--- config.mk ---
export PLATFORM = sky130hd
export DESIGN_NAME = tbec_correction_monitor
export DESIGN_NICKNAME = d
export VERILOG_FILES = /design/src/rtl/tbec_pkg.sv /design/src/rtl/tbec_skid_fifo.sv /design/src/rtl/tbec_correction_monitor.sv
export SDC_FILE = /design/constraint.sdc
export NUM_CORES = 1
export LEC_CHECK = 0
export CORE_ASPECT_RATIO = 1.25
export CORE_MARGIN = 2
export CORE_UTILIZATION = 53
export CTS_CLUSTER_SIZE = 28
export DETAILED_ROUTE_END_ITERATION = 6
export HOLD_SLACK_MARGIN = 0.1
export PLACE_DENSITY = 0.84
export SLEW_MARGIN = 20
export SYNTH_ARGS = -nofsm -noshare
export SYNTH_HDL_FRONTEND = slang
export SYNTH_HIERARCHICAL = 1
export SYNTH_SLANG_ARGS = --single-unit
--- constraint.sdc ---
create_clock -name clk -period 5.1 [get_ports clk]
set_input_delay 1.275 -clock clk [delete_from_list [all_inputs] [get_ports clk]]
set_output_delay 1.275 -clock clk [all_outputs]
set_load 0.1 [all_outputs]
--- src/rtl/tbec_pkg.sv ---
// Shared types for the TBEC correction monitor: error-code enum, data width,
// FIFO occupancy states and the per-word payload carried through the FIFO.
package tbec_pkg;

  localparam int TBEC_DATA_W = 16;

  typedef enum logic [1:0] {
    NONE    = 2'd0,
    REGION1 = 2'd1,
    REGION2 = 2'd2,
    REGION3 = 2'd3
  } tbec_code_e;

  typedef enum logic [1:0] {
    OCC_EMPTY = 2'd0,
    OCC_ONE   = 2'd1,
    OCC_FULL  = 2'd2
  } tbec_occ_e;

  // Address width is a top-level parameter, so the full entry wraps this word
  // together with the address inside the top module.
  typedef struct packed {
    logic [TBEC_DATA_W-1:0] data;
    tbec_code_e             code;
  } tbec_word_t;

endpackage

--- src/rtl/tbec_skid_fifo.sv ---
// Two-entry elastic FIFO with an explicit EMPTY/ONE/FULL occupancy machine.
// The head register drives the output directly so it is stable under backpressure.
module tbec_skid_fifo
  import tbec_pkg::*;
#(
  parameter int W = 8
) (
  input  logic         clk,
  input  logic         rst_n,
  input  logic         in_valid,
  output logic         in_ready,
  input  logic [W-1:0] in_entry,
  output logic         out_valid,
  input  logic         out_ready,
  output logic [W-1:0] out_entry
);

  tbec_occ_e    state;
  logic [W-1:0] head;
  logic [W-1:0] tail;
  logic         push;
  logic         pop;

  assign in_ready  = (state != OCC_FULL);
  assign out_valid = (state != OCC_EMPTY);
  assign out_entry = head;
  assign push      = in_valid && in_ready;
  assign pop       = out_valid && out_ready;

  // NOTE: the storage registers are reset too, because out_data/out_code/out_addr
  // must read 0 out of reset; sequential state always uses non-blocking assignment.
  always_ff @(posedge clk or negedge rst_n) begin
    if (!rst_n) begin
      state <= OCC_EMPTY;
      head  <= '0;
      tail  <= '0;
    end else begin
      case (state)
        OCC_EMPTY: begin
          if (push) begin
            head  <= in_entry;
            state <= OCC_ONE;
          end
        end
        OCC_ONE: begin
          case ({push, pop})
            2'b10: begin
              tail  <= in_entry;
              state <= OCC_FULL;
            end
            2'b01: state <= OCC_EMPTY;
            2'b11: head <= in_entry;
            default: ;
          endcase
        end
        OCC_FULL: begin
          if (pop) begin
            head  <= tail;
            state <= OCC_ONE;
          end
        end
        default: state <= OCC_EMPTY;
      endcase
    end
  end

endmodule

--- src/rtl/tbec_correction_monitor.sv ---
// TBEC correction monitor: buffers decoded words, counts corrections per region,
// raises a sticky threshold irq. Optional first-error log under TBEC_CORR_LOG_EN.
module tbec_correction_monitor
  import tbec_pkg::*;
#(
  parameter int ADDR_W     = 10,
  parameter int CNT_W      = 16,
  parameter int IRQ_THRESH = 8
) (
  input  logic                   clk,
  input  logic                   rst_n,
  input  logic                   in_valid,
  output logic                   in_ready,
  input  logic [TBEC_DATA_W-1:0] in_data,
  input  logic [1:0]             in_code,
  input  logic [ADDR_W-1:0]      in_addr,
  output logic                   out_valid,
  input  logic                   out_ready,
  output logic [TBEC_DATA_W-1:0] out_data,
  output logic [1:0]             out_code,
  output logic [ADDR_W-1:0]      out_addr,
  input  logic                   cnt_clr,
  output logic [CNT_W-1:0]       cnt_r1,
  output logic [CNT_W-1:0]       cnt_r2,
  output logic [CNT_W-1:0]       cnt_r3,
  output logic                   irq,
  output logic                   log_valid,
  output logic [ADDR_W-1:0]      log_addr,
  output logic [1:0]             log_code
);

  typedef struct packed {
    tbec_word_t        word;
    logic [ADDR_W-1:0] addr;
  } entry_t;

  localparam logic [CNT_W-1:0] CNT_MAX        = '1;
  localparam logic [CNT_W+1:0] IRQ_SUM_THRESH = (CNT_W+2)'(IRQ_THRESH);

  entry_t in_entry;
  entry_t out_entry;
  logic   push;

  assign in_entry.word.data = in_data;
  assign in_entry.word.code = tbec_code_e'(in_code);
  assign in_entry.addr      = in_addr;

  tbec_skid_fifo #(.W($bits(entry_t))) u_fifo (
    .clk       (clk),
    .rst_n     (rst_n),
    .in_valid  (in_valid),
    .in_ready  (in_ready),
    .in_entry  (in_entry),
    .out_valid (out_valid),
    .out_ready (out_ready),
    .out_entry (out_entry)
  );

  assign out_data = out_entry.word.data;
  assign out_code = out_entry.word.code;
  assign out_addr = out_entry.addr;
  assign push     = in_valid && in_ready;

  logic [2:0][CNT_W-1:0] cnt_q;
  logic [2:0][CNT_W-1:0] cnt_d;
  logic [CNT_W+1:0]      cnt_sum;
  logic                  irq_d;

  // A clear and a push in the same cycle: the clear wins first, then the push
  // still counts, so the event is never lost.
  // NOTE: every always_comb output gets a default before any branch so no latch is inferred.
  always_comb begin
    cnt_sum = '0;
    cnt_d   = cnt_q;
    for (int k = 0; k < 3; k++) begin
      if (cnt_clr) cnt_d[k] = '0;
      if (push && (in_code == 2'(k + 1)) && (cnt_d[k] != CNT_MAX))
        cnt_d[k] = cnt_d[k] + CNT_W'(1);
      cnt_sum = cnt_sum + (CNT_W+2)'(cnt_d[k]);
    end
    irq_d = (irq && !cnt_clr) || (cnt_sum >= IRQ_SUM_THRESH);
  end

  always_ff @(posedge clk or negedge rst_n) begin
    if (!rst_n) begin
      cnt_q <= '0;
      irq   <= 1'b0;
    end else begin
      cnt_q <= cnt_d;
      irq   <= irq_d;
    end
  end

  assign cnt_r1 = cnt_q[0];
  assign cnt_r2 = cnt_q[1];
  assign cnt_r3 = cnt_q[2];

`ifdef TBEC_CORR_LOG_EN
  logic log_take;

  assign log_take = push && (in_code != 2'(NONE)) && (!log_valid || cnt_clr);

  always_ff @(posedge clk or negedge rst_n) begin
    if (!rst_n) begin
      log_valid <= 1'b0;
      log_addr  <= '0;
      log_code  <= '0;
    end else if (log_take) begin
      log_valid <= 1'b1;
      log_addr  <= in_addr;
      log_code  <= in_code;
    end else if (cnt_clr) begin
      log_valid <= 1'b0;
      log_addr  <= '0;
      log_code  <= '0;
    end
  end
`else
  assign log_valid = 1'b0;
  assign log_addr  = '0;
  assign log_code  = '0;
`endif

endmodule

=== Word level (Yosys, flattened, before mapping) ===
Index checks and enable logic that the tools add are counted.

* Add/subtract/negate cells: 5
* $lt $le $gt $ge: 1
* Eq/ne operators: 16
* Multiplexer cells: 14
* Reduce and logical (&&, ||, !) cells: 17

{| class="wikitable"
|+ Operators with widths
! operator !! number
|-
| 16-bit 2-to-1 mux || 6
|-
| 28-bit 2-to-1 mux || 3
|-
| 28-bit case mux with 3 select lines || 1
|-
| 16-bit by 1-bit adder with 16-bit output (second input constant) || 3
|-
| 16-bit inequality test (second input constant) || 3
|-
| 17-bit by 16-bit adder with 18-bit output || 1
|-
| 18-bit by 4-bit greater-or-equal comparator with 1-bit output (second input constant) || 1
|-
| 16-bit by 16-bit adder with 17-bit output || 1
|-
| 2-bit == test (second input constant) || 5
|-
| 1-bit logical AND || 9
|-
| 2-bit by 1-bit == test with 1-bit output (second input constant) || 3
|-
| 2-bit inequality test (second input constant) || 3
|-
| 2-bit case mux with 3 select lines || 1
|-
| 2-bit 2-to-1 mux || 2
|-
| 2-bit case mux with 2 select lines || 1
|-
| 4-bit AND reduction || 1
|-
| 3-bit by 2-bit inequality test with 1-bit output (second input constant) || 1
|-
| 3-bit AND reduction || 1
|-
| 3-bit nonzero test || 1
|-
| 2-bit logical NOT || 1
|-
| 2-bit by 1-bit inequality test with 1-bit output (second input constant) || 1
|-
| 2-bit AND reduction || 1
|-
| 2-bit nonzero test || 1
|-
| 1-bit logical NOT || 1
|-
| 1-bit logical OR || 1
|}

* Bits in registers: 107
* Bits of input ports: 33
* Output and inout port bits: 92
* Word-level logic and storage cells: 60

=== Logic depth before layout (Yosys ltp) ===
* Word-level depth: 9
* Depth in mapped cells: 20
* Gate-level depth less buffers: 17

=== Hierarchy ===
Netlist, hierarchy kept.

{| class="wikitable"
|+ Modules (own cells, without submodules)
! module !! times used !! cells an instance !! area an instance (µm²) !! sequential area each (µm²)
|-
| tbec_correction_monitor || 1 || 458 || 4061.4 || 1226.2
|-
| tbec_skid_fifo || 1 || 164 || 2582.5 || 1451.4
|}

=== Worst setup path after synthesis ===
OpenSTA, ideal clock, no wires.

* Path type: input to register
* From: input cnt_clr
* To: register irq
* Setup time: 0.150 ns
* Data arrival time: 5.382 ns
* Data required time: 4.950 ns
* Slack: -0.432 ns
* Stages: 19
* Path buffers: 3
* Cell sequence: buf_4 -> clkbuf_1 -> nor2b_1 -> ha_1 -> and4_1 -> a211oi_1 -> nand4_1 -> xor2_1 -> or2_2 -> fa_1 -> inv_1 -> ha_1 -> clkbuf_1 -> and4_1 -> o21ai_0 -> nand2b_1 -> o311ai_0 -> a2111oi_0 -> o2111ai_1

* Cells in the longest elaborated chain, start to end: 8

{| class="wikitable"
|+ Ends and longest elaborated chain
! what !! line !! RTL
|-
| start, declared || tbec_correction_monitor.sv:22 || <nowiki>input logic cnt_clr,</nowiki>
|-
| parallel branches: the longest is 7 deep, another holds 17-bit by 16-bit adder with 18-bit output || -- ||
|-
| 1-bit logical OR (*) || tbec_correction_monitor.sv:81 || <nowiki>irq_d = (irq && !cnt_clr) || (cnt_sum >= IRQ_SUM_THRESH);</nowiki>
|-
| via irq_d || tbec_correction_monitor.sv:67 || <nowiki>logic irq_d;</nowiki>
|-
| end signal, assigned || tbec_correction_monitor.sv:90 || <nowiki>irq <= irq_d;</nowiki>
|-
| end, declared || tbec_correction_monitor.sv:26 || <nowiki>output logic irq,</nowiki>
|}

Mark *: on every way through the listed nets, which the timed path passes.
A chain may end at the register's enable or synchronous reset.

=== Worst setup path after layout ===
Ends and elaborated chain as after synthesis.

==> flow_summary.json <==
{
  "outcome": "completed",
  "final_hold_viol_count": 0,
  "core_um2": 12200,
  "ys_types": 62,
  "grt_pass1_wl_um": 28700,
  "critical_path.max_fanout": 9,
  "wire_per_inst_um": 18.4,
  "dr.pass1.iters": 5,
  "placed_area_um2": 8520,
  "grt-busiest-layer": "met2",
  "use_met2": 0.478,
  "layout-drive-gt1-share": 0.291,
  "grt.met3_usage": 0.0639,
  "syn_inst": 622,
  "slew_headroom": 0.316,
  "area.growth.synth_to_final_pct": 35.3,
  "clkTransAtPathRegs_ps": 70,
  "first_iter_violations": 222,
  "cts.sinks": 107,
  "start_kind": "input port",
  "clock_skew_ps": 6.64,
  "nFillCells": 812,
  "clk-insertion-delay-late_ps": 350,
  "finalSetupViolCount": 0,
  "nNetsFinal": 888,
  "power_frac_seq": 0.377,
  "first_global_vias": 5841,
  "antenna_left": 0,
  "tritoncts": "done",
  "power.net_switching_uw": 1270,
  "synth_seq_area_share": 0.403,
  "htreeDepth": 3,
  "finalInstanceArea_um2": 8990,
  "power_density_nw_per_um2": 330,
  "place_congestion": 0.890,
  "syn_avg_cell_area_um2": 10.7,
  "fin_crit_sh": 0.991,
  "finalMaxSlewViolations": 0,
  "fin_cells": 988,
  "hold_class": "flip-flop to flip-flop",
  "crit_arrival_ps": 5260,
  "fp-row-count": 45,
  "p_int_uw": 1700,
  "critPathKind": "input port to flip-flop",
  "power.clock.fraction": 0.228,
  "switching_share": 0.428,
  "p_leak_uw": 0.00408,
  "synth_edf_count": 0,
  "combPwrFrac": 0.395,
  "dp.cells": 970,
  "met1_usage": 0.302,
  "n_antenna_cell": 0,
  "critical_path_required_ps": 5300,
  "num_vias": 5512,
  "max_clock_freq_ghz": 0.198,
  "via_per_inst": 5.58,
  "maxCapViolCount": 0,
  "ys_warn_count": 6,
  "track_usage": 0.271,
  "wl_um": 18100,
  "cts-buffers-inserted": 9,
  "worst_pin_slew_ps": 1020,
  "slowest_stage": "fa_1",
  "io_buffer_count": 111,
  "ys.flop_type": "dfrtp_1",
  "syn_area_um2": 6640,
  "hpwlAfterDp_um": 13500,
  "grt_overflow": 0,
  "clockBufferDepth": 2,
  "dieHeight_um": 129,
  "tns_ps": 0,
  "cp_slowest_stage_delay_ps": 480,
  "multi_input_area_um2": 3770,
  "initial_core_util": 0.544,
  "grt_max_degree": 79,
  "root_buffer": "clkbuf_16",
  "peakVddDrop_mv": 0.439,
  "power_uw": 2970,
  "async_reset_ff_frac": 1.00,
  "cp-end-kind": "flip-flop",
  "synth_seq_cells": 107,
  "die_w_um": 104,
  "grt_antenna_before_repair": 0,
  "final-seq-area_um2": 2680,
  "post-route-min-period_ps": 5050,
  "drc": 0,
  "io_pins": 125,
  "dieArea_um2": 13500,
  "crit_chain": "buf_6 -> buf_6 -> buf_4 -> nand4b_1 -> or4_4 -> a31o_4 -> buf_4 -> nor2_1 -> xnor2_1 -> or2_2 -> fa_1 -> inv_1 -> ha_4 -> and4_4 -> o21ai_0 -> nand2b_1 -> o311ai_1 -> a2111oi_2 -> o2111ai_1"
}
power groups by stage:
stage | combinational [uW] | clock, uW | sequential, uW
finish | 1170 | 677 | 1120
global route | 1210 | 719 | 1140
CTS | 1170 | 688 | 1120
detailed placement | 1170 | 0 | 1130
global placement | 1150 | 0 | 1110
floorplan | 323 | 0 | 1680
stage by stage:
step | setup slack, ps | util | hold WS (ps)
after CTS | 0.308 | 0.727 | 485
after global routing | -93.7 | 0.735 | 513
final | 45.1 | 0.735 | 489
after global placement | -361 | 0.697 | 461
after detailed placement | -559 | 0.697 | 468
after floorplan | -134 | - | 452
cells by family (layout without fill, tap and decap cells):
| logic type | after synthesis | after routing | share of synthesized area |
|---|---|---|---|
| xor gates and xnor gates | 47 | 47 | 0.0620 |
| other | 1 | 13 | 0.000564 |
| muxes | 96 | 96 | 0.161 |
| AOI/OAI and AO/OA | 48 | 48 | 0.0550 |
| adders and majority gates | 35 | 35 | 0.0851 |
| and+or+nand+nor | 204 | 204 | 0.170 |
| DFF | 107 | 107 | 0.403 |
| buffers and inverters | 84 | 274 | 0.0633 |
layer usage:
layer	part of all wire	wire length (um)
met5	0	0
met4	0.047	857
met3	0.060	1100
met2	0.52	9420
met1	0.37	6770
placed cells by master (no fill, tap or decap), drive strengths merged, types with 3 or more instances in the layout:
cell and count:
and4b 3, xnor2 21, clkbuf 9, dlygate4sd2 3, xor2 26, and4 3, mux2i 9, nor4 9
nor2b 18, buf 98, nor2 52, nand2 31, nand4 15, nand2b 8, ha 18, nand3 16
nor3 6, or2 20, o21a 3, conb 13, clkdlybuf4s50 106, o21ai 7, and2 5, a21o 6
dfrtp 107, fa 17, a211oi 3, mux2 87, and3 6, nand4b 4, a21oi 10, inv 56
registers in the layout (all words and copies together), names as in the netlist:
signal / count
cnt_r1: 16
u_fifo/tail: 28
irq: 1
cnt_r2: 16
u_fifo/out_entry: 28
cnt_r3: 16
u_fifo/state: 2
synthesized netlist by cell type, drive strengths merged, types with 8 or more instances:
cell	n	share of area
nand2b	8	0.0075
ha	18	0.034
buf	23	0.029
a21oi	10	0.0075
nand2	31	0.018
mux2i	9	0.014
nor2b	18	0.018
nor2	52	0.029
fa	17	0.051
nand3	16	0.012
nand4	15	0.014
nor4	9	0.014
or2	20	0.019
xor2	26	0.034
inv	52	0.029
clkbuf	9	0.0051
dfrtp	107	0.40
xnor2	21	0.028
mux2	87	0.15
layout make-up:
cell class / count / area share
Tap cell: 164 / 0.0228
Sequential cell: 107 / 0.298
Multi-Input combinational cell: 443 / 0.420
Inverter: 52 / 0.0217
Timing Repair Buffer: 207 / 0.206
Clock inverter: 6 / 0.00613
Clock buffer: 9 / 0.0251
critical path: cells and delay by family:
family          cells  cell delay, ps
simple gates        6            1460
xor+xnor            1             100
compound gates      5            1000
fa+ha+maj           2             770
buf+inv             5             640
final timing paths:
check | slack [ps] | to | from | cells past startpoint
setup reg to reg | 600 | irq | u_fifo/state[1] | 18
hold / removal | 490 | u_fifo/tail[17] | u_fifo/tail[17] | 1
hold reg to reg | 490 | u_fifo/tail[17] | u_fifo/tail[17] | 1
setup / recovery | 50 | irq | cnt_clr | 19
min in group asynchronous | 800 | u_fifo/out_entry[13] | rst_n | 1
max in group asynchronous | 3290 | u_fifo/tail[27] | rst_n | 3
what timing repair did:
| item | CTS | global route |
|---|---|---|
| hold endpoints to repair | 0 | 0 |
| buffers inserted | 2 | 0 |
| resized for setup | 15 | 22 |
| hold buffers | 0 | 0 |
| pin swaps | 9 | 8 |
| endpoints found under the setup margin | 1 | 1 |
| cloned | 0 | 0 |
(Power assumes the default switching activity.)
==> patch 1, RTL diff (same settings) <==
The 3 values of `tbec_occ_e` get a one-hot encoding in 3 bits.
--- a/src/rtl/tbec_pkg.sv
+++ b/src/rtl/tbec_pkg.sv
@@ -12,8 +12,8 @@
   } tbec_code_e;
 
-  typedef enum logic [1:0] {
-    OCC_EMPTY = 2'd0,
-    OCC_ONE   = 2'd1,
-    OCC_FULL  = 2'd2
+  typedef enum logic [2:0] {
+    OCC_EMPTY = 3'b001,
+    OCC_ONE   = 3'b010,
+    OCC_FULL  = 3'b100
   } tbec_occ_e;
 
Function: no difference found for any inputs over 4 cycles, from zero or initial values and one cycle with rst_n low; so few cycles prove little.
==> patch 1 against the original RTL <==
  * Setup slack gained 99 ps
  * Routed wire length grew 6.2%
  * Combinational power is 52% higher
  * Sequential share of layout area shrank 1.0 points
  * Fmax up 2.0%
  * Die area grew 2.6%
  * Design area increased by 4.6%
  * Sequential cell count up 1
  * Synthesized area is 2.7% higher
  * Total power increased by 25%
  * Critical path depth fell by 1
  * First-iteration DRC count increased by 34%
  * Largest cell class unchanged
==> patch 1: results (changes against the original RTL) <==
Pwr
  • P_leak: 0.00436 µW (+7.1%)
  • Sw Share: 45.4% (+2.6 points)

Placement
  • Detailed placer's ending HPWL: 13,700 µm (+1.3%)
  • # port buffers: 111 (unchanged)
  • Post-placement cell area: 8700 µm² (+2.1%)
  • Placer Congestion: 0.905 (+1.7%)
  • Placed cells: 979 (+0.93%)

Cells and area
  • Share of layout cells above drive strength 1: 33.9% (+4.8 points)
  • Fin cells: 1,005 (+1.7%)
  • Filler cell count: 744 (-8.4%)

Clock network
  • CTS H-tree lvls: 3 (unchanged)
  • Worst-path clk slew: 70 ps (about the same)

Logic synthesis
  • Synth area leaders: dfrtp_1, mux2_2, mux2_4, fa_1, xor2_1
  • Avg Cell Area, Syn: 10.9 µm² (+1.7%)
  • Sequential share of the synthesized area: 39.6% (-0.66 points)
  • Most frequent cells after synthesis: dfrtp_1, mux2_2, inv_1, nor2_1, nand2_1
  • Ys async rst share: 100% (unchanged)
  • Synth cell types: 64 (+3.2%)

Worst setup path
  • Crit path DAT: 5170 ps (-90 ps)
  • R2r startpoint: u_fifo/state[0]$_DFFE_PN1P_
  • Critical Path Fanout Max: 22 (+13)
  • R2R cell count: 16 (-2)

Timing
  • Slew headroom: 32.1% (+0.50 points)
  • Clock Skew: 7.03 ps (+0.389 ps)

Route
  • Final wirelength: 19,300 µm (+6.2%)
  • Initial drt markers: 298 (+34%)
  • DR vias/cell: 5.56 (-0.39%)

GRT
  • Number of global-route vias before repair: 5,864 (+0.39%)
  • Largest net degree at the start of global routing: 78 (-1.3%)
  • First-pass GRT wire length: 29,600 µm (+3.3%)
  • Tot GR Track Use: 27.7% (+0.62 points)

Hold path
  • Worst Hold End: u_fifo/tail[13]$_DFFE_PN0P_
  • Worst Hold Class: flip-flop to flip-flop
  • Min-delay src: u_fifo/tail[13]$_DFFE_PN0P_

Status
  • Status: finished clean
patch 1: timing repair:
action | 4_1_cts | 5_1_grt
setup endpoints to repair | 1 | 1
hold buffers | 0 | 0
gates resized for setup | 24 | 44
setup buffers | 3 | 8
pin swaps | 10 | 24
patch 1: final cells by class:
type	count	area share (%)
timing repair buffer	213	20.3
multi-input combinational	448	43.5
sequential	108	28.8
clock inverter	6	0.679
tap	168	2.24
inverter	52	2.12
clock buffer	10	2.44
patch 1: cell families after synthesis:
family / Yosys count / share of synthesized area, %
fa+ha+maj: 35 / 8.29
mux: 95 / 17.1
xor+xnor: 48 / 6.16
buf+inv: 84 / 6.15
compound gates: 50 / 5.63
other cells: 1 / 0.0550
simple gates: 207 / 16.9
flops: 108 / 39.6
patch 1: worst max path at each step:
| stage | startpoint | end | slack [ps] |
|---|---|---|---|
| 2_1_floorplan | cnt_clr | irq$_DFF_PN0_ | -130 |
| 3_5_place_dp | in_valid | irq$_DFF_PN0_ | -580 |
| 5_1_grt | cnt_clr | irq$_DFF_PN0_ | -10 |
| 4_1_cts | cnt_clr | irq$_DFF_PN0_ | 0.6 |
| 3_3_place_gp | in_valid | irq$_DFF_PN0_ | -410 |
| 6_report | cnt_clr | irq$_DFF_PN0_ | 140 |
patch 1: power groups by stage:
stage	Combinational [µW]	Sequential [µW]	Clock (µW)
after floorplan	560	2050	0
after global placement	1740	1220	0
after detailed placement	1770	1230	0
after CTS	1780	1230	707
after global routing	1830	1260	743
final	1780	1230	699
patch 1: metal layers:
layer	global-route usage, %	wire length (µm)	up-vias
met1	32.1	7340	2771
li1	-	-	2546
met4	10.4	801	0
met5	0	0	-
met3	5.80	1100	44
met2	50.6	10000	224
patch 1: worst max-delay path: cells and delay by family:
family / cells / cell delay [ps]
and+or+nand+nor: 6 / 1360
AOI/OAI and AO/OA: 5 / 1130
adders and majority gates: 2 / 780
buffers and inverters: 4 / 490
xor gates and xnor gates: 1 / 110
patch 1: per-stage QoR:
step | worst slack, ps | TNS (ps) | util (%) | hold slack (ps)
global route | -14.0 | -14.0 | 74.6 | 530
CTS | 0.594 | 0 | 72.4 | 509
global placement | -406 | -406 | 69.0 | 481
finish | 144 | 0 | 74.6 | 506
detailed placement | -576 | -576 | 69.0 | 492
floorplan | -134 | -134 | - | 474
==> patch 2, RTL diff (same flow settings) <==
Made on the original files. `ADDR_W`: 10 -> 11.
--- a/src/rtl/tbec_correction_monitor.sv
+++ b/src/rtl/tbec_correction_monitor.sv
@@ -4,5 +4,5 @@
   import tbec_pkg::*;
 #(
-  parameter int ADDR_W     = 10,
+  parameter int ADDR_W     = 11,
   parameter int CNT_W      = 16,
   parameter int IRQ_THRESH = 8
Ports: changed (resized in_addr, log_addr and out_addr); port bits go from 125 to 128. The function was not compared with the original's and may differ.
==> patch 2 against the original RTL <==
  * Total power grew 4.6%
  * Synthesized area rose by 1.7%
  * Setup slack lost 17 ps
  * Sequential cell count increased by 2
  * Fmax is 0.34% lower
  * Die area up 1.7%
  * Non-clock buffer count up 13
  * Utilization up 0.18 points
  * Design area grew 2.9%
  * Clock power grew 4.6%
  * Routed wire length increased by 3.8%
  * Critical path type unchanged
  * Largest cell class unchanged
==> patch 2: results (changes against the original RTL) <==
Logic synthesis
  • Cells after Synth: 629 (+1.1%)
  • Post-synthesis adder-cell area fraction: 8.37% (-0.14 points)
  • Mux contribution to synthesized area: 16.9% (+0.78 points)
  • Area fraction in compound gates after synthesis: 5.24% (-0.26 points)
  • Synth area leaders: dfrtp_1, mux2_2, fa_1, xor2_1, ha_1
  • Sequential share of the synthesized area: 40.4% (+0.062 points)
  • Synth Area in XOR/XNOR: 6.09% (-0.10 points)
  • Synth cell types: 62 (unchanged)
  • Most frequent cells after synthesis: dfrtp_1, mux2_2, inv_1, nor2_1, nand2_1

Pwr
  • Clk pwr: 708 µW (+4.6%)
  • P_leak: 0.00424 µW (+4.2%)
  • VDD IR max: 0.423 mV (-3.7%)
  • Seq power: approximately 1200 µW

Clock network
  • CTS resizes: 6 (-9)
  • Buffer count from post-CTS setup fixing: 1 (-1)
  • TritonCTS sink count: 109 (+1.9%)

Status
  • Status: finished clean

Placement
  • Placed cells: 993 (+2.4%)
  • Placer Congestion: 0.912 (+2.4%)
  • # port buffers: 113 (+1.8%)
  • Worst slack at placement: -577 ps (-18.6 ps)
  • Detailed placer's ending HPWL: 14,000 µm (+3.5%)

Hold path
  • Min-delay src: u_fifo/tail[27]$_DFFE_PN0P_
  • Worst Hold End: u_fifo/tail[27]$_DFFE_PN0P_
  • Hold Path Depth: 1 (unchanged)

GRT
  • Tot GR Track Use: 28.1% (+1.0 points)
  • Number of global-route vias before repair: 6,033 (+3.3%)
  • Largest net degree at the start of global routing: 71 (-10%)
  • Met2 GRT Util: 52.6% (+4.8 points)
  • First-pass GRT wire length: 29,800 µm (+3.9%)
  • Met3 Use GR: 6.69% (+0.30 points)
  • Routing usage on met1: 29.6% (-0.67 points)

Timing
  • Worst Hold Slack: 489 ps (-0.0340 ps)
  • Actual slew at the worst max-slew pin: 1120 ps (+96.7 ps)
  • Clock Skew: 12.8 ps (+6.16 ps)
  • Fin crit share: 99.5% (+0.34 points)

Cells and area
  • Clk tree area frac: 3.12% (+0.0057 points)
  • Non-clk bufs: 220 (+6.3%)
  • Non-clock buffers, area share: 21.3% (+0.66 points)
  • Multi-input comb cells: 447 (+0.90%)
  • Sequential share of cell area: 29.5% (-0.31 points)
  • Filler cell count: 881 (+8.5%)
  • Fin cells: 1,012 (+2.4%)
  • Share of layout cells above drive strength 1: 30.6% (+1.4 points)
  • Multi-input gate area: 3860 µm² (+2.3%)
  • Clock buffer count in the final layout: 10 (+1)
  • Final nets: 908 (+2.3%)

Worst setup path
  • R2r startpoint: u_fifo/state[1]$_DFFE_PN0P_
  • CP startpoint: cnt_clr
  • Critical Path Fanout Max: 11 (+2)
  • Crit path DAT: 5290 ps (+30 ps)

Route
  • Met1 wire length: 6800 µm (+0.46%)
  • Initial drt markers: 280 (+26%)
  • Routed wl met3: 1180 µm (+7.7%)
  • Final wirelength: 18,800 µm (+3.8%)
  • DR top layer: met4
  • Drt pass-1 iters: 5 (unchanged)
  • Routed wl met2: 9960 µm (+5.7%)
  • Vias: 5,595 (+1.5%)
==> patch 2: changes by cell type in the layout (fill, tap and decap cells not counted), moves of 3 or more <==
cell,unedited run,this run
a21oi_2,3,0
mux2_2,67,70
mux2_1,20,10
mux2_4,0,10
buf_4,94,104
==> patch 2: worst max-delay path, stage by stage <==
cell and delay, ps:
buf_6 120, buf_6 140, buf_12 130, nand2b_4 160, or4_4 480, a31o_4 240
nor4_4 230, xnor2_1 140, or2_4 260, fa_1 500, inv_1 70, ha_4 300
buf_4 120, nor3_1 50, o2bb2ai_1 190, o2111a_1 220, nand4_1 90, a2111oi_2 370
o2111ai_1 170
==> patch 2: through the flow <==
| stage | total power [µW] | area [µm²] | util, % |
|---|---|---|---|
| 3_3_place_gp | 2370 | 8770 | 69.9 |
| 6_report | 3110 | 9250 | 73.7 |
| 5_1_grt | 3210 | 9250 | 73.7 |
| 2_1_floorplan | 2090 | 6890 | - |
| 3_5_place_dp | 2400 | 8770 | 69.9 |
| 4_1_cts | 3120 | 9090 | 72.4 |
